==> config.mk <==
export PLATFORM = sky130hd
export DESIGN_NAME = gate_op_arbiter
export DESIGN_NICKNAME = d
export VERILOG_FILES = /design/src/rtl/gate_op_arbiter.sv
export SDC_FILE = /design/constraint.sdc
export NUM_CORES = 1
export LEC_CHECK = 0
export ABC_AREA = 1
export CAP_MARGIN = 20
export CORE_ASPECT_RATIO = 1.5
export CORE_MARGIN = 2
export CORE_UTILIZATION = 37
export CTS_BUF_LIST = sky130_fd_sc_hd__clkbuf_2
export DETAILED_ROUTE_END_ITERATION = 7
export PLACE_DENSITY_LB_ADDON = 0.2
export REMOVE_ABC_BUFFERS = 1
export SYNTH_ARGS = -nofsm -noshare
export SYNTH_HDL_FRONTEND = slang
export SYNTH_SLANG_ARGS = --single-unit
==> constraint.sdc <==
create_clock -name clk -period 3.4 [get_ports clk]
set_clock_uncertainty 0.05 [all_clocks]
set_input_delay 0.68 -clock clk [delete_from_list [all_inputs] [get_ports clk]]
set_output_delay 0.68 -clock clk [all_outputs]
set_load 0.03 [all_outputs]
==> src/rtl/gate_op_arbiter.sv <==
// Round-robin arbiter sharing one bitwise/add logic-op unit between NREQ requesters,
// with a single registered result slot drained through a valid/ready handshake.
module gate_op_arbiter #(
    parameter int NREQ  = 4,
    parameter int WIDTH = 8,
    parameter int IDW   = 2
) (
    input  logic                    clk,
    input  logic                    rst_n,
    input  logic [NREQ-1:0]         req_valid,
    output logic [NREQ-1:0]         req_ready,
    input  logic [NREQ*WIDTH-1:0]   req_a,
    input  logic [NREQ*WIDTH-1:0]   req_b,
    input  logic [NREQ*3-1:0]       req_op,
    output logic                    rsp_valid,
    input  logic                    rsp_ready,
    output logic [WIDTH-1:0]        rsp_data,
    output logic [IDW-1:0]          rsp_id,
    output logic                    rsp_err,
    output logic [15:0]             op_count
);

    logic [IDW-1:0]   r_ptr;
    logic             r_vld_p1;
    logic [WIDTH-1:0] r_data_p1;
    logic [IDW-1:0]   r_id_p1;
    logic             r_err_p1;
    logic [15:0]      r_op_count;

    logic             w_found;
    logic [IDW-1:0]   w_gnt_idx;
    logic [WIDTH-1:0] w_a;
    logic [WIDTH-1:0] w_b;
    logic [2:0]       w_op;
    logic             w_slot_free;
    logic             w_accept;

    function automatic logic [WIDTH-1:0] f_logic_op(input logic [WIDTH-1:0] a,
                                                    input logic [WIDTH-1:0] b,
                                                    input logic [2:0]       op);
        logic [WIDTH-1:0] res;
        case (op)
            3'd0:    res = a | b;
            3'd1:    res = a & b;
            3'd2:    res = a ^ b;
            3'd3:    res = ~(a ^ b);
            3'd4:    res = ~(a & b);
            3'd5:    res = ~(a | b);
            3'd6:    res = a + b;
            default: res = '0;
        endcase
        return res;
    endfunction

    // Stage p0: arbitration. Lowest valid index overall is the wrap-around fallback;
    // the lowest valid index at or above the pointer overrides it.
    always_comb begin
        w_found   = 1'b0;
        w_gnt_idx = '0;
        for (int i = NREQ - 1; i >= 0; i--) begin
            if (req_valid[i]) begin
                w_found   = 1'b1;
                w_gnt_idx = IDW'(i);
            end
        end
        for (int i = NREQ - 1; i >= 0; i--) begin
            if (req_valid[i] && (IDW'(i) >= r_ptr)) begin
                w_gnt_idx = IDW'(i);
            end
        end
    end

    assign w_a         = req_a[w_gnt_idx*WIDTH +: WIDTH];
    assign w_b         = req_b[w_gnt_idx*WIDTH +: WIDTH];
    assign w_op        = req_op[w_gnt_idx*3 +: 3];
    assign w_slot_free = !r_vld_p1 || rsp_ready;
    assign w_accept    = rst_n && w_found && w_slot_free;

    always_comb begin
        req_ready = '0;
        if (w_accept) begin
            req_ready[w_gnt_idx] = 1'b1;
        end
    end

    // Stage p1: result register, refilled in the same cycle it drains
    always_ff @(posedge clk or negedge rst_n) begin
        if (!rst_n) begin
            r_ptr      <= '0;
            r_vld_p1   <= 1'b0;
            r_data_p1  <= '0;
            r_id_p1    <= '0;
            r_err_p1   <= 1'b0;
            r_op_count <= '0;
        end else if (w_accept) begin
            r_vld_p1   <= 1'b1;
            r_data_p1  <= f_logic_op(w_a, w_b, w_op);
            r_id_p1    <= w_gnt_idx;
            r_err_p1   <= (w_op == 3'd7);
            r_ptr      <= (w_gnt_idx == IDW'(NREQ - 1)) ? '0 : w_gnt_idx + IDW'(1);
            if (r_op_count != 16'hFFFF) begin
                r_op_count <= r_op_count + 16'd1;
            end
        end else if (rsp_ready) begin
            r_vld_p1   <= 1'b0;
        end
    end

    assign rsp_valid = r_vld_p1;
    assign rsp_data  = r_data_p1;
    assign rsp_id    = r_id_p1;
    assign rsp_err   = r_err_p1;
    assign op_count  = r_op_count;

endmodule

== Word-level counts from Yosys, hierarchy flattened ==
Index checks and enable logic that the tools add are counted.

* Multipliers: 1
* Reductions and logical operators: 12
* Magnitude comparators: 6
* $add $sub $neg: 3
* Shift operators: 3
* Bitwise operators: 6
* Multiplexer cells: 19
* Eq/ne operators: 9

{| class="wikitable"
|+ Operators by type and width
! operator !! count
|-
| 32-bit by 6-bit variable part select with 8-bit output || 2
|-
| 8-bit case mux with 7 select lines || 1
|-
| 8-bit NOT || 3
|-
| 2-bit two-way mux || 9
|-
| 16-bit by 1-bit adder with 16-bit output, second input constant || 1
|-
| 16-bit != test, second input constant || 1
|-
| 3-bit == test, second input constant || 4
|-
| 12-bit by 5-bit variable part select with 3-bit output || 1
|-
| 8-bit adder || 1
|-
| 8-bit bitwise AND || 1
|-
| 8-bit bitwise OR || 1
|-
| 8-bit XOR || 1
|-
| 1-bit logical AND || 7
|-
| 1-bit two-way mux || 7
|-
| 3-bit by 2-bit == test with 1-bit output, second input constant || 2
|-
| 1-bit by 2-bit greater-or-equal comparator with 1-bit output, first input constant || 2
|-
| 2-bit greater-or-equal comparator, first input constant || 2
|-
| 2-bit by 2-bit multiplier with 4-bit output, second input constant || 1
|-
| 4-bit two-way mux || 1
|-
| 3-bit by 1-bit == test with 1-bit output, second input constant || 1
|-
| 3-bit zero test || 1
|-
| 2-bit by 3-bit < comparator with 1-bit output, second input constant || 1
|-
| 2-bit by 1-bit adder with 2-bit output, second input constant || 1
|-
| 1-bit demux with 2-bit select || 1
|-
| other kinds (6) || 6
|}

* Output and inout bits: 32
* Bits in registers: 30
* Word-level logic and storage cells: 65
* Bits of input ports: 83

== Depth between registers and ports, before layout ==
* Depth after elaboration: 13
* Depth in mapped cells: 27
* Gate-level depth less buffers: 25

== Least setup slack after synthesis ==
No wires, ideal clock.

* Path type: input to register
* Start point: input req_valid[0]
* End point: register r_data_p1[5] (netlist: rsp_data[5])
* Buffers on the path: 4
* Arrival time: 3,045 ps
* Data required time: 3,233 ps
* Stages: 25
* Library setup time: 117 ps
* Path slack: 188 ps
* Path through: inv_2 -> nand2_1 -> nand2_1 -> nand2_1 -> nand2_2 -> nand2_2 -> buf_6 -> buf_8 -> buf_4 -> buf_4 -> nand2_1 -> a32oi_1 -> inv_1 -> ha_1 -> a21oi_1 -> nand2_1 -> nand2_1 -> nand2_1 -> xor2_1 -> nand4_1 -> nand2_1 -> nor2_1 -> nand2_1 -> nand2_1 -> nand2_1

* Longest elaborated chain between the ends: 9
* Elaborated cells on any way between the ends: 28
* Those cells by class: add/sub: 1; mul: 1; eq/ne: 6; shift: 3; mux: 7; bitwise: 6; reduce/logical: 4

{| class="wikitable"
|+ Ends and longest elaborated chain
! item !! RTL line !! source
|-
| start, declared || 10 || <nowiki>input logic [NREQ-1:0] req_valid,</nowiki>
|-
| 2-bit two-way mux || 61 || <nowiki>if (req_valid[i]) begin</nowiki>
|-
| 2-bit two-way mux (4 in a row) || 67 || <nowiki>if (req_valid[i] && (IDW'(i) >= r_ptr)) begin</nowiki>
|-
| 2-bit by 2-bit multiplier with 4-bit output (tied with other cells) || 75 || <nowiki>assign w_op = req_op[w_gnt_idx*3 +: 3];</nowiki>
|-
| 12-bit by 5-bit variable part select with 3-bit output (tied with other cells) || 75 ||
|-
| 3-bit == test (tied with other cells) || 42 || <nowiki>case (op)</nowiki>
|-
| 8-bit case mux with 7 select lines || 42 ||
|-
| end signal, assigned || 97 || <nowiki>r_data_p1 <= f_logic_op(w_a, w_b, w_op);</nowiki>
|-
| end, declared || 25 || <nowiki>logic [WIDTH-1:0] r_data_p1;</nowiki>
|}

Several ways; a longest one is shown, not always the timed one.
A chain may end at the register's enable or synchronous reset.

== Worst setup path in the final report ==
* Start point: input req_valid[0]
* End point: register r_data_p1[4] (netlist: rsp_data[4])

The elaborated chain is that of the path after synthesis.

==> impl_metrics.ini <==
[setup_path]
rr_worst_depth = 21
crit_slowest_cell = or2_2
crit_chain = dlymetal6s2s_1 > inv_2 > nand2_1 > nand2_1 > nand2_1 > nand2_2 > nand2_4 > clkinv_8 > buf_6 > or2_2 > a32oi_4 > inv_2 > ha_1 > a21o_1 > buf_4 > a21oi_1 > xor2_1 > nand4_1 > nand2_1 > nor2_1 > nand2_1 > nand2_1 > nand2_1
reg2reg_to = rsp_data[4]
arrival_ps = 3290
startpoint = req_valid[0]
path_class = in2reg
endpoint_kind = register
crit_end = rsp_data[4]
cp-start-kind = input port
reg2reg_slack_ps = 390
worstPathRequired_ps = 3630
critPathMostFrequentCell = nand2_1
crit_path_max_incr_delay_ps = 300
reg2reg_from = r_ptr[1]
cp_max_fo = 6

[sta]
period_share_pct = 90.1
post-route-min-period_ps = 3060
slew_headroom_pct = 75.3
hold_violations = 0
fmax_mhz = 326
tightest_slew_ps = 371
post-route-worst-setup-slack_ps = 336
rsz0062_at_grt = no
whs_ps = 460
setup_viol = 0
final-max-slew-violation-count = 0

[synthesis]
synthMostInstantiatedCell = nand2_1
synth_area_sq_mm = 0.00357
synthTopCellsByCount = nand2_1 (154), inv_1 (82), nor2_1 (60)
synth_top_cell_area_share_pct = 21.0
ys_ff_latch = 30
synth.area.top_cells = dfrtp_1 (21%), nand2_1 (16%), inv_1 (8.6%)
synth_edf_count = 0
avgSynthCellArea_sq_um = 6.43
synthCells = 555
synth_cell_types = 35
synth_top_flop_cell = dfrtp_1
async_flop_share_pct = 100
yosysTopAreaCell = dfrtp_1
yosysSeqAreaShare_pct = 21.0
yosys_warnings = 0

[floorplanning]
start_util_pct = 38.4
core_sq_mm = 0.00931
die_y_um = 124
rows = 43
io_pins = 115
dieArea_sq_mm = 0.0105
fp.dieW_um = 84.2

[routing]
drt_first_pass_iters = 4
drt-total-wl_um = 10100
ant_nets = 0
viasPerCell = 4.81
routedWlPerCell_um = 12.1
drt-initial-drc-count = 167
drcViolationCount = 0
num_vias = 4022

[cts]
clock_path_buffers = 2
clk_latency_ps = 350
cts_buffers = 5
cts.clk_slew.worst_paths_ps = 160
cts_hold_buffers = 0
root_buffer = clkbuf_2
clock-sinks = 30
cts_max_level = 2
cts_tree = done

[pwr]
p_per_area_mw_per_mm2 = 789
vdd_ir_drop_max_mv = 0.463
totalPowerFinal_mw = 4.29
p_leak_nw = 2.85

[final_layout]
fill_cells = 924
num-nets-final = 830
drive_gt1_share_pct = 20.3
finish.utilization_pct = 58.4
diodes = 0
final_cells = 836
area_growth_pct = 52.3
multi_input_area_sq_mm = 0.00242
regArea_sq_um = 751

[global_routing]
grt_max_degree = 31
grt_pass1_vias = 3908
global_route.usage.total_pct = 18.2
antenna_found_initial = 0
grt_overflow_total = 0
grt_pass1_wl_um = 16100

[place]
gp_congestion = 0.861
dp_cells = 820
hpwl_um = 8130
numPortBuffers = 114
dp_slack_ps = -451

[flow_run]
max-cap-violations = 0

[run_status]
status = complete, no violations

[worst_hold_path]
hold_class = reg2reg
-- per-layer routing --
| layer | track usage (%) | share of wire [%] |
|---|---|---|
| met1 | 18.7 | 39 |
| met2 | 37.3 | 56 |
| met3 | 1.92 | 3.4 |
| met4 | 4.84 | 1.2 |
| met5 | 0 | 0 |
-- how the worst min path moves through the flow --
stage	start	cells past startpoint	slack, ps	to
6_report	op_count[14]	1	460	op_count[14]
5_1_grt	op_count[14]	1	470	op_count[14]
4_1_cts	op_count[14]	1	460	op_count[14]
3_5_place_dp	rsp_data[7]	2	430	rsp_data[7]
3_3_place_gp	rsp_data[7]	2	420	rsp_data[7]
2_1_floorplan	rst_n	0	330	op_count[0]
-- cell usage in the layout (no fill, tap or decap), types with 2 or more instances in the layout --
master and n:
a21oi_1 4, a32oi_1 6, a32oi_2 8, buf_12 4, buf_4 67, buf_6 3, clkbuf_2 5, clkdlybuf4s50_1 106
clkinv_1 3, dfrtp_1 30, dlymetal6s2s_1 4, ha_1 20, ha_4 3, inv_1 80, inv_2 8, nand2_1 154
nand2_2 9, nand2_4 6, nand3_1 58, nand3_2 8, nand4_1 13, nor2_1 60, nor2_2 2, nor2_4 5
nor3_1 3, o21ai_0 6, o21ai_1 2, or2_0 2, or2_1 2, or2_2 12, xnor2_1 6, xor2_1 14
-- worst max-delay path, delay by kind of cell --
| kind | cells | cell delay, ps |
|---|---|---|
| and+or+nand+nor | 12 | 1030 |
| AOI/OAI and AO/OA | 3 | 620 |
| xor gates and xnor gates | 1 | 160 |
| adders and majority gates | 1 | 210 |
| buffers and inverters | 6 | 580 |
-- cells by family after synthesis --
group	Yosys count	synth area share, %
AO/OA/AOI/OAI	31	6.87
XOR/XNOR	20	4.91
adder cells (fa/ha/maj)	24	8.41
buffers and inverters	113	14.3
flip-flops	30	21.0
AND/OR/NAND/NOR	337	44.4
-- final cells by class --
| type | count | area share (%) |
|---|---|---|
| flip-flops and latches | 30 | 13.8 |
| repair buffers | 185 | 32.1 |
| well taps | 112 | 2.58 |
| inverters | 89 | 6.38 |
| clock buffers | 5 | 0.460 |
| clock inverters | 3 | 0.207 |
| multi-input cells | 412 | 44.5 |
-- report_power, final --
group / switching (mW) / internal (mW)
Combinational: 1.94 / 1.64
Clock: 0.118 / 0.0440
Sequential: 0.0896 / 0.458
-- registers in the layout, indices dropped and copies added, names as in the netlist --
| signal | cells |
|---|---|
| op_count | 16 |
| rsp_id | 2 |
| rsp_valid | 1 |
| rsp_data | 8 |
| rsp_err | 1 |
| r_ptr | 2 |
-- metrics by stage --
stage	setup TNS, ps	instance area [sq um]
after floorplan	-1210	3390
after global placement	-1590	5190
after detailed placement	-2370	5190
after CTS	0	5230
after global routing	0	5440
final	0	5440
-- what timing repair did --
action | in CTS | in global routing
cloned | 0 | 0
setup buffers | 0 | 8
gates resized for setup | 1 | 30
pin swaps | 0 | 11
setup endpoints to repair | 4 | 6
Note: power is estimated with default switching activity, not from simulation.
